==> src/rtl/sram_mem_controller.sv <==
// -----------------------------------------------------------------------------
// sram_mem_controller
//
// Purpose:
//   Multi-cycle MEM-stage controller. Each 32-bit load or store from the
//   EXE/MEM register becomes two half-word accesses on a 16-bit SRAM.
//   The low half goes first, then the high half. Each half is held on the
//   pins for WAIT_CYCLES clocks. While an access is in flight, ready is low
//   so the hazard logic freezes every pipeline register. In the DONE cycle
//   the assembled load word is presented on read_data.
//
// Optional feature (macro SRAM_RANGE_CHECK_EN):
//   When the macro is defined, an access is out of range if either
//   condition holds:
//     - the address is below ADDR_BASE, or
//     - the word index does not fit in SRAM_AW-1 bits.
//   Such an access skips straight to DONE without any SRAM strobe and
//   pulses range_err. A load of this kind returns 0.
//   Without the macro, range_err is tied 0 and addresses are truncated.
//
// Ports:
//   clk, rst     clock (posedge), asynchronous active-high reset
//   rd_en, wr_en load / store request (store wins if both are high)
//   address      byte address
//   write_data   store data
//   ready        1 = pipeline may advance, 0 = freeze
//   read_data    assembled load word, held until the next load completes
//   sram_addr    SRAM half-word address {word_idx, half}
//   sram_dq_out  SRAM write data
//   sram_dq_in   SRAM read data
//   sram_dq_oe   1 = drive sram_dq_out onto the bus
//   sram_we_n    SRAM write strobe, active low
//   range_err    out-of-range pulse in DONE (macro builds only)
// -----------------------------------------------------------------------------
module sram_mem_controller #(
   parameter int ADDR_BASE   = 1024,
   parameter int WAIT_CYCLES = 2,
   parameter int SRAM_AW     = 18
) (
   input  logic               clk,
   input  logic               rst,
   input  logic               rd_en,
   input  logic               wr_en,
   input  logic [31:0]        address,
   input  logic [31:0]        write_data,
   output logic               ready,
   output logic [31:0]        read_data,
   output logic [SRAM_AW-1:0] sram_addr,
   output logic [15:0]        sram_dq_out,
   input  logic [15:0]        sram_dq_in,
   output logic               sram_dq_oe,
   output logic               sram_we_n,
   output logic               range_err
);

   localparam int CW = (WAIT_CYCLES > 1) ? $clog2(WAIT_CYCLES) : 1;
   localparam logic [CW-1:0] CNT_LAST = CW'(WAIT_CYCLES - 1);
   localparam int WW = SRAM_AW - 1;

   typedef enum logic [1:0] {S_IDLE, S_LO, S_HI, S_DONE} state_t;

   state_t         state;
   logic [CW-1:0]  cnt;
   logic [31:0]    lat_addr;
   logic [15:0]    lat_data_hi;   // the low half is driven straight from write_data
   logic           lat_wr;
   logic [15:0]    lo_buf;        // low half parked here so read_data changes only at completion
   logic           req;
   logic           last_cycle;
   logic           oor_in;
   logic [WW-1:0]  wi_in;
   logic [WW-1:0]  wi_lat;

   assign req        = rd_en | wr_en;
   assign last_cycle = (cnt == CNT_LAST);
   assign wi_in      = WW'((address  - 32'(ADDR_BASE)) >> 2);
   assign wi_lat     = WW'((lat_addr - 32'(ADDR_BASE)) >> 2);

`ifdef SRAM_RANGE_CHECK_EN
   logic [31:0] offs_in;
   assign offs_in = address - 32'(ADDR_BASE);
   assign oor_in  = (address < 32'(ADDR_BASE)) || ((offs_in >> 2) >= (32'd1 << WW));
`else
   assign oor_in    = 1'b0;
   assign range_err = 1'b0;
`endif

   // ready is combinational in IDLE, so the request cycle itself freezes the pipeline.
   always_comb begin
      ready = 1'b0;
      case (state)
         S_IDLE:  ready = ~req;
         S_DONE:  ready = 1'b1;
         default: ready = 1'b0;
      endcase
   end

   always_ff @(posedge clk or posedge rst) begin
      if (rst) begin
         state       <= S_IDLE;
         cnt         <= '0;
         lat_addr    <= '0;
         lat_data_hi <= '0;
         lat_wr      <= 1'b0;
         lo_buf      <= '0;
         read_data   <= '0;
         sram_addr   <= '0;
         sram_dq_out <= '0;
         sram_dq_oe  <= 1'b0;
         sram_we_n   <= 1'b1;
`ifdef SRAM_RANGE_CHECK_EN
         range_err   <= 1'b0;
`endif
      end else begin
         case (state)
            S_IDLE: begin
`ifdef SRAM_RANGE_CHECK_EN
               range_err <= 1'b0;
`endif
               if (req) begin
                  lat_addr    <= address;
                  lat_data_hi <= write_data[31:16];
                  lat_wr      <= wr_en;
                  cnt         <= '0;
                  if (oor_in) begin
                     // Out-of-range: no strobes, complete on the next cycle.
                     state <= S_DONE;
                     if (!wr_en) read_data <= '0;
`ifdef SRAM_RANGE_CHECK_EN
                     range_err <= 1'b1;
`endif
                  end else begin
                     state       <= S_LO;
                     sram_addr   <= {wi_in, 1'b0};
                     sram_dq_out <= write_data[15:0];
                     sram_dq_oe  <= wr_en;
                     sram_we_n   <= ~wr_en;
                  end
               end
            end

            S_LO: begin
               if (last_cycle) begin
                  cnt         <= '0;
                  state       <= S_HI;
                  sram_addr   <= {wi_lat, 1'b1};
                  sram_dq_out <= lat_data_hi;
                  if (!lat_wr) lo_buf <= sram_dq_in;
               end else begin
                  cnt <= cnt + 1'b1;
               end
            end

            S_HI: begin
               if (last_cycle) begin
                  cnt        <= '0;
                  state      <= S_DONE;
                  sram_dq_oe <= 1'b0;
                  sram_we_n  <= 1'b1;
                  if (!lat_wr) read_data <= {sram_dq_in, lo_buf};
               end else begin
                  cnt <= cnt + 1'b1;
               end
            end

            S_DONE: begin
               // The request is still asserted here; it is never restarted.
               state <= S_IDLE;
`ifdef SRAM_RANGE_CHECK_EN
               range_err <= 1'b0;
`endif
            end

            default: state <= S_IDLE;
         endcase
      end
   end

endmodule

==> config.mk <==
export PLATFORM = sky130hd
export DESIGN_NAME = sram_mem_controller
export DESIGN_NICKNAME = d
export VERILOG_FILES = /design/src/rtl/sram_mem_controller.sv
export SDC_FILE = /design/constraint.sdc
export NUM_CORES = 1
export LEC_CHECK = 0
export BUFFER_PORTS_ARGS = -buffer_cell sky130_fd_sc_hd__buf_2
export CAP_MARGIN = 20
export CORE_MARGIN = 2
export CORE_UTILIZATION = 45
export CTS_BUF_LIST = sky130_fd_sc_hd__clkbuf_4 sky130_fd_sc_hd__clkbuf_8 sky130_fd_sc_hd__clkbuf_16
export DETAILED_ROUTE_END_ITERATION = 8
export HOLD_SLACK_MARGIN = 0.15
export PLACE_DENSITY = 0.71
export SLEW_MARGIN = 10
export SYNTH_ARGS = -nofsm -noshare
export SYNTH_HDL_FRONTEND = slang
export SYNTH_SLANG_ARGS = --single-unit
==> constraint.sdc <==
create_clock -name clk -period 5.9 [get_ports clk]
set_input_delay 1.475 -clock clk [delete_from_list [all_inputs] [get_ports clk]]
set_output_delay 1.475 -clock clk [all_outputs]
set_load 0.05 [all_outputs]
==> results.cfg, run 1 <==
[run_status]
status = finished clean

[global_route]
grt_max_degree = 80
met2_usage = 0.3239
met3_usage = 0.04757
grt-ovfl-total = 0
antenna_found_initial = 0
grt_usage = 0.1886
met1_usage = 0.2270
grt_pass1_vias = 3675
grt_pass1_wl_um = 18170
grt-busiest-layer = met2

[finish]
fillCellCount = 933
fin_area_sq_mm = 0.006574
nets = 616
drive_gt1_frac = 0.4926
area_growth_pct = 27.59
fin_util = 0.5832
diodes = 0

[placement]
placed_area_sq_mm = 0.005946
gp_congestion = 0.7693
dp_hpwl_um = 7392
portBuffers = 137

[synthesis]
async_flop_share = 1.000
ys_seq_area_frac = 0.5879
synth_cell_type_count = 44
syn-mean-instance-area_sq_um = 13.28
yosys_register_bits = 121
syn_area_sq_mm = 0.005152
syn_nets = 477
synth-edff-count = 0
synthFlopType = dfrtp_1
yosysWarnings = 0
syn_inst = 388

[detailed_routing]
drtAntennaViolNets = 0
wl_per_cell_um = 15.88
drt_first_pass_iters = 4
wl_um = 10850
drc_errors = 0
drt_iter0_markers = 118
avgViaCountPerCell = 5.054
vias = 3452

[critical_path]
critPathKind = input pin to output port
reg2reg_setup_slack_ns = 2.55
r2r-start = state[1]
regToRegEndpoint = sram_addr[17]
reg2reg_depth = 9
cp_data_arrival_time_ns = 2.35
crit_chain = buf_2, nor3b_2, nor2_1, nor2_1, buf_2
worst_setup_path_end_kind = output port
required_ns = 4.43
cp_max_fo = 6
cp-start-kind = input pin
slowest_stage = nor3b_2
cpPeakStageDelay_ns = 0.29

[clock_network]
cts.clk_slew.worst_paths_ns = 0.05
cts_root_buf = clkbuf_16
cts_tree = done
insertion_delay_ns = 0.41
cts_buffers = 17
cts.sinks = 121
cts_buffer_depth = 2
htree_num_levels = 4
cts_resized = 0
hold_buffers = 0
post_cts_buffers = 0

[timing]
min_period_ns = 3.827
maxSlewViolCount = 0
fin_crit_sh = 0.6487
worst_pin_slew_ns = 1.056
setup_violations = 0
finalSetupTns_ns = 0
hold_violations = 0
rsz0062_at_grt = no
relSlewSlack = 0.2957
finClkSkew_ns = 0.005480
max_freq_mhz = 261.3
fin_hold_ws_ns = 0.4718

[die]
start_util = 0.4571
die_area_sq_mm = 0.01232
rows = 39
dieHeight_um = 111.0
num_io_pins = 154
die_x_um = 111.0
fp.coreArea_sq_mm = 0.01127

[min_path]
hp-class = flop to flop
min_to = sram_addr[8]
hold_depth = 2
hp-start = sram_addr[8]

[job]
maxCapViolCount = 0
[cells in the mapped netlist, drive strengths merged (2+ instances only)]
library cell | count | area [sq um]
dfrtp | 120 | 3003
nor2b | 2 | 12.51
nor2 | 7 | 26.28
o21ai | 30 | 150.1
mux2i | 34 | 340.3
a211o | 2 | 17.52
nor3b | 2 | 20.02
mux2 | 84 | 949.7
o31ai | 2 | 15.01
nand2 | 43 | 161.4
a21oi | 3 | 15.01
inv | 4 | 15.01
ha | 5 | 62.56
nor3 | 2 | 10.01
buf | 18 | 102.6
xor2 | 3 | 26.28
clkbuf | 4 | 15.01
[logic make-up after synthesis]
family / count (synthesis) / share of synthesized area
flops: 121 / 0.5879
xor+xnor: 4 / 0.006801
other cells: 1 / 0.0007278
fa+ha+maj: 5 / 0.01214
simple gates: 69 / 0.06436
mux: 118 / 0.2504
buf+inv: 26 / 0.02574
compound gates: 44 / 0.05197
[placed cells by master (no fill, tap or decap), drive strengths merged, types with 2 or more instances in the layout]
| master | netlist | final |
|---|---|---|
| a211o | 2 | 2 |
| a21oi | 3 | 3 |
| buf | 18 | 142 |
| bufinv | 0 | 3 |
| clkbuf | 4 | 22 |
| clkinv | 0 | 7 |
| dfrtp | 120 | 120 |
| ha | 5 | 5 |
| inv | 4 | 4 |
| mux2 | 84 | 84 |
| mux2i | 34 | 34 |
| nand2 | 43 | 43 |
| nor2 | 7 | 7 |
| nor2b | 2 | 2 |
| nor3 | 2 | 2 |
| nor3b | 2 | 2 |
| o21ai | 30 | 30 |
| o31ai | 2 | 2 |
| xor2 | 3 | 3 |
[per-layer routing]
layer	vias to the layer above	routed length, um
li1	1640	-
met5	-	0
met1	1709	4530
met4	0	196
met2	85	5674
met3	18	445
[per-stage QoR]
step / setup WS [ns] / std cells
final: 2.073 / 683
after global routing: 1.998 / 683
after CTS: 2.059 / 682
after detailed placement: 2.065 / 650
after global placement: 2.067 / 650
after floorplan: 1.212 / 388
[registers in the layout, summed over array words and instances, names as in the netlist, 2 cells and up]
signal,cells
lat_addr,17
lat_data_hi,16
lo_buf,16
read_data,32
sram_addr,18
sram_dq_out,16
state,2
[area by class of cell]
| cell class | instances | area, sq um | area share |
|---|---|---|---|
| clock buffers | 22 | 475.5 | 0.07233 |
| clock inverters | 10 | 125.1 | 0.01903 |
| inverters | 4 | 17.52 | 0.002665 |
| multi-input cells | 241 | 2004 | 0.3049 |
| flip-flops and latches | 121 | 3029 | 0.4608 |
| well taps | 143 | 178.9 | 0.02722 |
| repair buffers | 142 | 743.2 | 0.1131 |
[worst max-delay path by stage]
stage | cells after the start | end | start | slack [ns]
final | 5 | ready | wr_en | 2.07
after global routing | 5 | ready | wr_en | 2.00
after CTS | 5 | ready | wr_en | 2.06
after detailed placement | 5 | ready | wr_en | 2.06
after global placement | 5 | ready | wr_en | 2.07
after floorplan | 1 | cnt | rst | 1.21
[critical path, delay by kind of cell]
family | cells | cell delay (ns)
buf+inv | 2 | 0.42
simple gates | 3 | 0.46
Power of run 1 is left out: the tool's default activity adds up to more than one toggle a clock period on the data nets, which glitch-free logic cannot reach.
==> inputs of run 2 (changes only) <==
--- a/config.mk
+++ b/config.mk
@@ -5,6 +5,7 @@
 export SDC_FILE = /design/constraint.sdc
 export NUM_CORES = 1
 export LEC_CHECK = 0
+export ABC_AREA = 1
 export BUFFER_PORTS_ARGS = -buffer_cell sky130_fd_sc_hd__buf_2
 export CAP_MARGIN = 20
 export CORE_MARGIN = 2
@@ -12,7 +13,7 @@
 export CTS_BUF_LIST = sky130_fd_sc_hd__clkbuf_4 sky130_fd_sc_hd__clkbuf_8 sky130_fd_sc_hd__clkbuf_16
 export DETAILED_ROUTE_END_ITERATION = 8
 export HOLD_SLACK_MARGIN = 0.15
-export PLACE_DENSITY = 0.71
+export PLACE_DENSITY = 0.74
 export SLEW_MARGIN = 10
 export SYNTH_ARGS = -nofsm -noshare
 export SYNTH_HDL_FRONTEND = slang
==> constraint.sdc (replaced) <==
create_clock -name clk -period 3.5 [get_ports clk]
set_input_delay 0.875 -clock clk [delete_from_list [all_inputs] [get_ports clk]]
set_output_delay 0.875 -clock clk [all_outputs]
set_load 0.05 [all_outputs]
==> run 2 against run 1 <==
Effect of this change:
- global-route usage increased by 0.93 points
- count of clock-buffer cells in the layout down 1
- worst setup slack got worse by 1.2 ns
- final cell count grew 29%
- non-clock buffer count rose by 2
- die area increased by 1.3%
- critical path depth is the same
- via count rose by 26%
- core utilization down 0.46 points
==> results.cfg, run 2 <==
[run_status]
status = finished clean

[synthesis]
yosys.area.top_type_share = 0.5749
synth.most_common_cell = nand2_1
async_flop_share = 1.000
syn-mean-instance-area_sq_um = 8.765
ys_seq_area_frac = 0.5799
yosys_register_bits = 121
synth_top_cell_by_area = dfrtp_1
synth_common_cells = nand2_1, dfrtp_1, o21ai_0
syn_inst = 596
synth_cell_type_count = 28
synthFlopType = dfrtp_1
syn_nets = 685
synth_area_leaders = dfrtp_1, nand2_1, o21ai_0
yosysWarnings = 0
syn_area_sq_mm = 0.005224
synth-edff-count = 0

[timing]
min_period_ns = 2.622
finalSetupTns_ns = 0
fin_crit_sh = 0.7493
maxSlewViolCount = 0
finClkSkew_ns = 0.01052
hold_violations = 0
max_freq_mhz = 381.3
relSlewSlack = 0.4142
fin_hold_ws_ns = 0.4762
worst_pin_slew_ns = 0.8774
setup_violations = 0
rsz0062_at_grt = no

[pwr]
leakage_uw = 0.003492
pwr_density_cell_mw_per_mm2 = 1209
vdd_drop_max_uv = 771.7

[clock_network]
cts.clk_slew.worst_paths_ns = 0.05
insertion_delay_ns = 0.42
cts.sinks = 121
cts_buffer_depth = 2
htree_num_levels = 4
cts_buffers = 17
post_cts_buffers = 0
hold_buffers = 0
cts_root_buf = clkbuf_16
cts_tree = done
cts_resized = 0

[finish]
largest_register = read_data
mostFrequentLayoutCell = nand2_1
layout_common_cells = nand2_1, buf_2, dfrtp_1, o21ai_0, inv_1
drive_gt1_frac = 0.2767
reg_top3 = read_data x32, sram_addr x18, lat_addr x17
area_growth_pct = 25.94
diodes = 0
nets = 817
fin_util = 0.5786
largest_register_ffs = 32

[detailed_routing]
drt_first_pass_iters = 5
drt_iter0_markers = 323
drc_errors = 0
vias = 4351
wl_um = 11700
wl_per_cell_um = 13.23
avgViaCountPerCell = 4.922
drtAntennaViolNets = 0

[die]
start_util = 0.4594
rows = 39
dieHeight_um = 111.7
die_x_um = 111.7
num_io_pins = 154
fp.coreArea_sq_mm = 0.01137
die_area_sq_mm = 0.01249

[placement]
portBuffers = 137
dp_hpwl_um = 7876
gp_congestion = 0.8372

[critical_path]
cp-start-kind = flop
worst_setup_path_end_kind = output port
cp_data_arrival_time_ns = 1.75
cp_max_fo = 4
critPathKind = flop to output port
required_ns = 2.62

[global_route]
grt_pass1_vias = 4283
grt_usage = 0.1979
antenna_found_initial = 0
grt_max_degree = 58
grt-ovfl-total = 0
grt_pass1_wl_um = 19670

[job]
maxCapViolCount = 0

[min_path]
hp-class = flop to flop
==> run 2: cell types whose count changed after synthesis, moves of 23 or more <==
cell / before / now
nor2_1: 7 / 36
a31oi_1: 0 / 25
mux2i_1: 34 / 0
nand2_1: 43 / 233
mux2_2: 83 / 16
o21ai_0: 29 / 52
inv_1: 4 / 45
==> run 2: kinds of logic (layout without fill, tap and decap cells) <==
group / Yosys count / in the layout / synth area share
fa+ha+maj: 5 / 5 / 0.01198
other cells: 1 / 1 / 0.0007179
compound gates: 84 / 84 / 0.08766
simple gates: 290 / 290 / 0.2153
mux: 16 / 16 / 0.03449
buf+inv: 79 / 224 / 0.06994
flops: 121 / 121 / 0.5799
==> run 2: metal layers <==
| metal | GRT usage | part of all wire | up-vias |
|---|---|---|---|
| li1 | - | - | 2138 |
| met5 | 0 | 0 | - |
| met3 | 0.08165 | 0.086 | 14 |
| met4 | 0.07243 | 0.014 | 0 |
| met2 | 0.3172 | 0.47 | 154 |
| met1 | 0.2415 | 0.43 | 2045 |
==> run 2: per-stage QoR <==
step	cells	total power, uW	setup WS [ns]	instance area (sq um)
CTS	883	8033	0.8459	6564
global route	884	8513	0.6687	6579
floorplan	596	5477	0.7497	5228
finish	884	7954	0.8775	6579
detailed placement	851	6274	0.8877	5969
global placement	851	6139	0.9663	5969
==> run 2: final cells by class <==
| cell class | instances | area (sq um) |
|---|---|---|
| fillers | 991 | 4791 |
| inverters | 48 | 186.4 |
| flip-flops and latches | 121 | 3029 |
| well taps | 143 | 178.9 |
| repair buffers | 144 | 758.2 |
| clock buffers | 21 | 474.2 |
| multi-input cells | 396 | 1832 |
| clock inverters | 11 | 120.1 |
==> run 2: path summary, 6_finish.rpt <==
kind	startpoint	to	slack (ns)	depth (start not counted)
max in group asynchronous	rst	sram_we_n	2.05	3
min in group asynchronous	rst	lo_buf[9]	0.57	2
hold / removal	lat_addr[18]	lat_addr[18]	0.48	2
setup / recovery	state[0]	ready	0.88	5
setup reg to reg	state[1]	sram_addr[12]	0.90	9
hold reg to reg	lat_addr[18]	lat_addr[18]	0.48	2
==> run 2: critical path: stages, from the launching register on <==
cell and delay [ns]:
dfrtp_1 0.42, inv_1 0.10, ha_1 0.21, nand3_1 0.17, a21oi_1 0.16, buf_2 0.27
==> run 2: power by group <==
| group | leakage [uW] | internal, uW | switching [uW] |
|---|---|---|---|
| logic | 0.00176 | 972 | 2760 |
| clock network | 0.000289 | 1110 | 614 |
| registers | 0.00145 | 2120 | 374 |
No activity file was read; power rests on OpenSTA's default activity.
